## config.mk

```make
export PLATFORM = sky130hd
export DESIGN_NAME = mem_arbiter
export DESIGN_NICKNAME = d
export VERILOG_FILES = /design/src/rtl/mem_arbiter.sv
export SDC_FILE = /design/constraint.sdc
export NUM_CORES = 1
export LEC_CHECK = 0
export ABC_AREA = 1
export BUFFER_PORTS_ARGS = -buffer_cell sky130_fd_sc_hd__buf_2
export CAP_MARGIN = 5
export CELL_PAD_IN_SITES_DETAIL_PLACEMENT = 0
export CELL_PAD_IN_SITES_GLOBAL_PLACEMENT = 1
export CORE_UTILIZATION = 31
export CTS_BUF_LIST = sky130_fd_sc_hd__clkbuf_4 sky130_fd_sc_hd__clkbuf_8 sky130_fd_sc_hd__clkbuf_16
export DETAILED_ROUTE_END_ITERATION = 16
export PLACE_DENSITY = 0.83
export SLEW_MARGIN = 40
export SYNTH_ARGS = -nofsm -noshare
export SYNTH_HDL_FRONTEND = slang
export SYNTH_SLANG_ARGS = --single-unit
```

## constraint.sdc

```tcl
create_clock -name clk -period 1.45 [get_ports clk]
set_input_delay 0.29 -clock clk [delete_from_list [all_inputs] [get_ports clk]]
set_output_delay 0.29 -clock clk [all_outputs]
set_load 0.005 [all_outputs]
```

## src/rtl/mem_arbiter.sv

```systemverilog
// Shares one unified memory port between instruction fetch and data access.
// Data normally wins contention; a saturating loss counter hands the port to a starved fetch.
module mem_arbiter #(
   parameter int unsigned STARVE_LIMIT = 4
) (
   input  logic        clk,
   input  logic        reset,
   input  logic        if_req,
   input  logic [31:0] if_addr,
   output logic [31:0] if_rdata,
   output logic        if_ready,
   input  logic        dm_req,
   input  logic        dm_we,
   input  logic [31:0] dm_addr,
   input  logic [31:0] dm_wdata,
   output logic [31:0] dm_rdata,
   output logic        dm_ready,
   output logic        mem_req,
   output logic        mem_we,
   output logic [31:0] mem_addr,
   output logic [31:0] mem_wdata,
   input  logic [31:0] mem_rdata,
   input  logic        mem_ack,
   output logic        stall_f,
   output logic        stall_m
);

   typedef enum logic [1:0] {StIdle, StBusyI, StBusyD} stateT;

   stateT      state;
   logic [2:0] starveCnt;
   logic       ifEff;
   logic       dmEff;
   logic       fetchWins;

   // A request in its own ready cycle is the one just served, so it is masked.
   assign ifEff     = if_req & ~if_ready;
   assign dmEff     = dm_req & ~dm_ready;
   assign fetchWins = ifEff & (~dmEff | (32'(starveCnt) >= STARVE_LIMIT));
   assign stall_f   = ifEff;
   assign stall_m   = dmEff;

   always_ff @(posedge clk) begin
      if (!reset) begin
         state     <= StIdle;
         starveCnt <= 3'd0;
         mem_req   <= 1'b0;
         mem_we    <= 1'b0;
         mem_addr  <= 32'd0;
         mem_wdata <= 32'd0;
         if_ready  <= 1'b0;
         dm_ready  <= 1'b0;
         if_rdata  <= 32'd0;
         dm_rdata  <= 32'd0;
      end else begin
         if_ready <= 1'b0;
         dm_ready <= 1'b0;
         case (state)
            StIdle: begin
               if (fetchWins) begin
                  state     <= StBusyI;
                  mem_req   <= 1'b1;
                  mem_we    <= 1'b0;
                  mem_addr  <= if_addr;
                  mem_wdata <= dm_wdata;
                  starveCnt <= 3'd0;
               end else if (dmEff) begin
                  state     <= StBusyD;
                  mem_req   <= 1'b1;
                  mem_we    <= dm_we;
                  mem_addr  <= dm_addr;
                  mem_wdata <= dm_wdata;
                  if (ifEff && starveCnt != 3'd7) begin
                     starveCnt <= starveCnt + 3'd1;
                  end
               end
            end
            StBusyI: begin
               if (mem_ack) begin
                  state    <= StIdle;
                  mem_req  <= 1'b0;
                  if_rdata <= mem_rdata;
                  if_ready <= 1'b1;
               end
            end
            StBusyD: begin
               if (mem_ack) begin
                  state    <= StIdle;
                  mem_req  <= 1'b0;
                  dm_rdata <= mem_rdata;
                  dm_ready <= 1'b1;
               end
            end
            default: begin
               state   <= StIdle;
               mem_req <= 1'b0;
            end
         endcase
      end
   end

endmodule

```

==> results.toml, run 1 <==
[power_and_ir_drop]
power.total_w = 0.0113
power_density_mw_per_mm2 = 1420
leakage_nw = 4.17
irDropWorstVdd_mv = 0.775

[floorplan]
start_util = 0.317
dieArea_mm2 = 0.0182
num_io_pins = 268
die_h_um = 135
coreArea_mm2 = 0.0173
std_cell_rows = 48
die_w_um = 135

[detailed_routing]
wl_per_cell_um = 13.2
wirelength_um = 16800
dr.pass1.iters = 4
via_per_inst = 4.45
route.detailed.drc = 0
ant_nets = 0
vias = 5665
first_iter_violations = 288

[synthesis]
ys_top_cells_by_count = "203 x nor2_1, 137 x dfxtp_1, 93 x o21ai_0, 80 x nand2_1, 75 x inv_1"
synth_warnings = 0
synth.cell_area_mm2 = 0.00548
synth.top_cell.area_share = 0.501
ys_ff_latch = 137
avgSynthCellArea_um2 = 7.20
synth_edf_count = 0
syn-num-nets = 900
ys_types = 17
synth_area_leaders = "dfxtp_1 50%, nor2_1 14%, o21ai_0 8.5%"
synth_ff_type = "dfxtp_1"
synthCells = 761
yosysSeqAreaShare = 0.501
ys_async_sr_fraction = 0
synth_top_area_cell = "dfxtp_1"
synth.most_common_cell = "nor2_1"

[critical_path]
path_delay_family = "buffers and inverters"
cp_data_required_time_ps = 1760
cp-end-kind = "flop"
worst-path-max-fanout = 11
worstPathArrival_ps = 1710
path_buf_inv = 5
crit_path_frequent_cell = "inv_2"
cp_slowest_stage_delay_ps = 320
path_cells = "inv_2 -> ha_4 -> inv_2 -> a21oi_4 -> buf_4 -> clkbuf_16 -> nand3_1 -> nand2_1 -> inv_1"
crit_type = "flop to flop"
worst_setup_path_start_kind = "flop"
cpMaxStageDelayCell = "dfxtp_2"

[placed_design]
dpl.hpwl_um = 11700
io_buffers = 267
place_congestion = 0.805
pre_cts_slack_ps = 37.9
dpl_cell_area_mm2 = 0.00716

[grt]
gr-usage-all-layers = 0.175
grt_overflow = 0
grt_pass1_wl_um = 24900
grt_pass1_vias = 4940
antenna_found_initial = 1
grt_max_degree = 75

[cells_and_area]
final_area_mm2 = 0.00800
area_delta_synth_final_pct = 46.0
final_nets = 1174
drive_above_1_share = 0.337
fillerInstances = 1769

[clock_tree]
htreeDepth = 4
tritoncts = "yes"
clockBufferDepth = 2
cts_root_buf = "clkbuf_16"
hold_buffers = 0
clk_latency_ps = 410
numCtsBuffers = 17
path_clk_slew_ps = 60
tritoncts_num_sinks = 137

[sta]
timing.final.ws_setup_ps = 51.8
fin_worst_skew_ps = 6.34
fin_crit_ps = 1400
report.final.slew_viol_count = 0
finalSetupViolCount = 0
tightest_slew_ps = 286
hold_viol = 0
timing.fmax_ghz = 0.715
max_slew_margin = 0.809
period_share = 0.964

[outcome]
status = "complete, no violations"

[job]
maxCapViolCount = 0

[worst_hold_path]
min_path_type = "primary input to flop"
==> flip-flops by register name, indices dropped and copies added, names as in the netlist <==
register,count
dm_rdata,32
if_rdata,32
mem_addr,32
mem_wdata,32
starveCnt,3
state,2
dm_ready,1
if_ready,1
mem_req,1
mem_we,1
==> through the flow <==
stage / setup TNS (ps) / hold WS [ps] / cells / utilization
CTS: 0 / 95.9 / 1264 / 0.452
floorplan: 0 / 436 / 761 / -
finish: 0 / 117 / 1274 / 0.463
global placement: 0 / 458 / 1229 / 0.414
global route: -0.818 / 120 / 1274 / 0.463
detailed placement: 0 / 465 / 1229 / 0.414
==> per-layer routing <==
| metal | global-route usage | part of all wire | wire (um) |
|---|---|---|---|
| met2 | 0.299 | 0.49 | 8270 |
| met4 | 0.0605 | 0.016 | 274 |
| met5 | 0 | 0 | 0 |
| met3 | 0.0480 | 0.054 | 912 |
| met1 | 0.211 | 0.44 | 7330 |
==> timing repair <==
item	in CTS	in global routing
pin swaps	1	3
endpoints found under the setup margin	2	58
buffers inserted	3	6
gates resized for setup	6	11
cloned	0	5
==> kinds of logic after synthesis <==
logic type               after synthesis  share of synthesized area
flip-flops                           137                      0.501
AO/OA/AOI/OAI                        137                      0.125
adder cells (fa/ha/maj)                5                     0.0114
buffers and inverters                127                      0.102
AND/OR/NAND/NOR                      355                      0.261
==> tightest hold or removal path: cells and delay by family <==
family / cells / cell delay (ps)
AOI/OAI and AO/OA: 1 / 50
buffers and inverters: 1 / 70
and+or+nand+nor: 1 / 70
==> cells in the final DEF (no fill, tap or decap) <==
cell type and instances:
a21oi_1 39, a21oi_4 1, buf_12 10, buf_2 266, buf_4 21, buf_6 2, bufinv_16 3, clkbuf_16 22
clkbuf_4 2, clkbuf_8 3, clkinv_2 2, clkinv_4 2, clkinvlp_4 2, dfxtp_1 133, dfxtp_2 4, diode_2 1
ha_1 4, ha_4 1, inv_1 71, inv_2 6, inv_4 1, inv_6 1, nand2_1 79, nand2_2 2
nand2_4 2, nand3_1 68, nand3b_1 1, nor2_1 203, o21ai_0 93, o21ai_1 4
==> area by class of cell <==
class / count / area, um2 / share of cell area
Antenna cell: 1 / 2.50 / 0.000313
Tap cell: 225 / 282 / 0.0352
Clock inverter: 10 / 141 / 0.0177
Timing Repair Buffer: 304 / 1840 / 0.230
Inverter: 78 / 295 / 0.0369
Sequential cell: 137 / 2750 / 0.343
Clock buffer: 22 / 482 / 0.0602
Multi-Input combinational cell: 497 / 2210 / 0.277
==> where the power goes <==
group	internal, W	leakage (nW)	switching [W]
registers	0.00420	1.13	0.000208
logic	0.00115	2.74	0.00127
clock network	0.00289	0.304	0.00161
total	0.00824	4.17	0.00309
==> path summary, 6_finish.rpt <==
path	slack [ps]	from	depth (start not counted)	to
max	50	state[1]$_SDFFE_PN0P_	9	mem_addr[28]$_SDFFE_PN0P_
min	120	dm_wdata[20]	3	mem_wdata[20]$_SDFFE_PN0P_
min reg2reg	470	mem_wdata[16]$_SDFFE_PN0P_	2	mem_wdata[16]$_SDFFE_PN0P_
max reg2reg	50	state[1]$_SDFFE_PN0P_	9	mem_addr[28]$_SDFFE_PN0P_
(Power assumes the default switching activity.)
==> inputs of run 2 (changes only) <==
CORE_ASPECT_RATIO = 1.25   (was unset)
==> run 2 against run 1 <==
  * Worst setup slack better by 3.5 ps
  * Fmax grew 0.25%
  * Clock skew increased by 1.6 ps
  * Combinational power about the same
  * Critical path depth is 4 lower
  * Count of clock-buffer cells in the layout down 4
==> results.toml, run 2 (same netlist as run 1, synthesis figures left out) <==
[worst_hold_path]
hold_end = "mem_wdata[17]$_SDFFE_PN0P_"
min-delay-start = "dm_wdata[17]"
whs_path_depth = 3
min_path_type = "primary input to flop"

[sta]
fin_crit_ps = 1390
tightest_slew_ps = 282
hold_viol = 0
finalSetupViolCount = 0
setup_tns_ps = 0
report.final.slew_viol_count = 0
whs_ps = 116
period_share = 0.962
fin_worst_skew_ps = 7.96
timing.fmax_ghz = 0.717
timing.final.ws_setup_ps = 55.3
max_slew_margin = 0.810

[power_and_ir_drop]
power_switching_w = 0.00320
swShare = 0.279
power_density_mw_per_mm2 = 1420
combinationalPowerShare = 0.213
power_frac_seq = 0.384
leakage_nw = 4.22
irDropWorstVdd_mv = 0.672
pwr-share-clk = 0.403
intPower_w = 0.00828

[detailed_routing]
met2WireLength_um = 8140
vias = 5774
top_layer_used = "met4"
wl_per_cell_um = 13.2
wl_met3_um = 1370
route.detailed.drc = 0
via_per_inst = 4.53
dr.pass1.iters = 4
ant_nets = 0
wirelength_um = 16800
met1_length_um = 7120
first_iter_violations = 291

[cells_and_area]
final_common_cell = "buf_2"
drive_above_1_share = 0.342
final_area_mm2 = 0.00808
most-common-layout-cells = "266 x buf_2, 201 x nor2_1, 133 x dfxtp_1"
num_antenna_cells = 0
final_nets = 1177
multi_input_area_mm2 = 0.00222
area_delta_synth_final_pct = 47.4
layout.area.seq_mm2 = 0.00275
fillerInstances = 1810
finish.utilization = 0.465

[placed_design]
dpl_cell_area_mm2 = 0.00727
dpl.hpwl_um = 11700
io_buffers = 267
pre_cts_slack_ps = 14.6
place_congestion = 0.753

[floorplan]
die_w_um = 121
die_h_um = 151
coreArea_mm2 = 0.0174
start_util = 0.315
std_cell_rows = 54
dieArea_mm2 = 0.0182
num_io_pins = 268

[clock_tree]
clk_latency_ps = 410
numCtsBuffers = 17
clockBufferDepth = 2
htreeDepth = 4
tritoncts = "yes"
path_clk_slew_ps = 60
tritoncts_num_sinks = 137
cts_root_buf = "clkbuf_16"

[critical_path]
cpMaxStageDelayCell = "dfxtp_2"
crit_type = "flop to output port"
path_delay_family = "flip-flops"
worst-path-max-fanout = 2
r2r_cells = 9
r2r-start = "state[1]$_SDFFE_PN0P_"
worst_setup_path_start_kind = "flop"
cp_slowest_stage_delay_ps = 330
r2r_slack_ps = 70
cp-end-kind = "output port"
worstPathArrival_ps = 1100
cp_data_required_time_ps = 1160
regToRegEndpoint = "mem_addr[9]$_SDFFE_PN0P_"
path_cells = "inv_2 -> nand2_4 -> inv_4 -> buf_12 -> buf_6"
path_buf_inv = 4

[job]
maxCapViolCount = 0

[outcome]
status = "complete, no violations"

[grt]
grt_max_degree = 54
antenna_found_initial = 0
grt_overflow = 0
gr-usage-all-layers = 0.185
grt_pass1_wl_um = 26200
grt_pass1_vias = 5315
[run 2: layout make-up]
class | instances | share of cell area
Inverter | 78 | 0.0366
Multi-Input combinational cell | 497 | 0.275
Clock buffer | 18 | 0.0536
Clock inverter | 14 | 0.0245
Tap cell | 224 | 0.0347
Timing Repair Buffer | 307 | 0.235
Sequential cell | 137 | 0.340
[run 2: power groups by stage]
stage                     combinational (W)  sequential [W]  clock, W
after floorplan                     0.00118         0.00452         0
after global placement              0.00230         0.00447         0
after detailed placement            0.00232         0.00449         0
after CTS                           0.00235         0.00441   0.00474
after global routing                0.00277         0.00446   0.00492
final                               0.00244         0.00441   0.00462
[run 2: layer usage]
| layer | up-vias | track usage |
|---|---|---|
| met5 | - | 0 |
| met4 | 0 | 0.0580 |
| met3 | 16 | 0.0629 |
| met2 | 214 | 0.324 |
| met1 | 2599 | 0.208 |
| li1 | 2945 | - |
[run 2: repair_timing]
| action | in CTS | in global routing |
|---|---|---|
| setup buffers | 3 | 4 |
| endpoints found under the setup margin | 3 | 76 |
| pin swaps | 1 | 1 |
| cloned | 1 | 2 |
| hold endpoints to repair | 0 | 0 |
| resized for setup | 6 | 13 |
| hold buffers | 0 | 0 |
[run 2: how the worst max path moves through the flow]
| stage | startpoint | to | slack [ps] | depth (start not counted) |
|---|---|---|---|---|
| 2_1_floorplan | state[0]$_SDFFE_PN0P_ | mem_addr[23]$_SDFFE_PN0P_ | 150 | 9 |
| 3_3_place_gp | state[0]$_SDFFE_PN0P_ | mem_wdata[7]$_SDFFE_PN0P_ | 40 | 8 |
| 3_5_place_dp | state[0]$_SDFFE_PN0P_ | mem_wdata[8]$_SDFFE_PN0P_ | 10 | 8 |
| 4_1_cts | if_ready$_SDFF_PN0_ | stall_f | 6 | 5 |
| 5_1_grt | state[1]$_SDFFE_PN0P_ | mem_addr[15]$_SDFFE_PN0P_ | -10 | 9 |
| 6_report | if_ready$_SDFF_PN0_ | stall_f | 60 | 5 |
[run 2: stage by stage]
| step | total power [W] | instances |
|---|---|---|
| 2_1_floorplan | 0.00570 | 761 |
| 3_3_place_gp | 0.00678 | 1235 |
| 3_5_place_dp | 0.00680 | 1235 |
| 4_1_cts | 0.0115 | 1270 |
| 5_1_grt | 0.0122 | 1275 |
| 6_report | 0.0115 | 1275 |
[run 2: tightest hold or removal path, cell delays in order]
cell and delay [ps]:
buf_2 80, o21ai_1 60, nor2_1 70
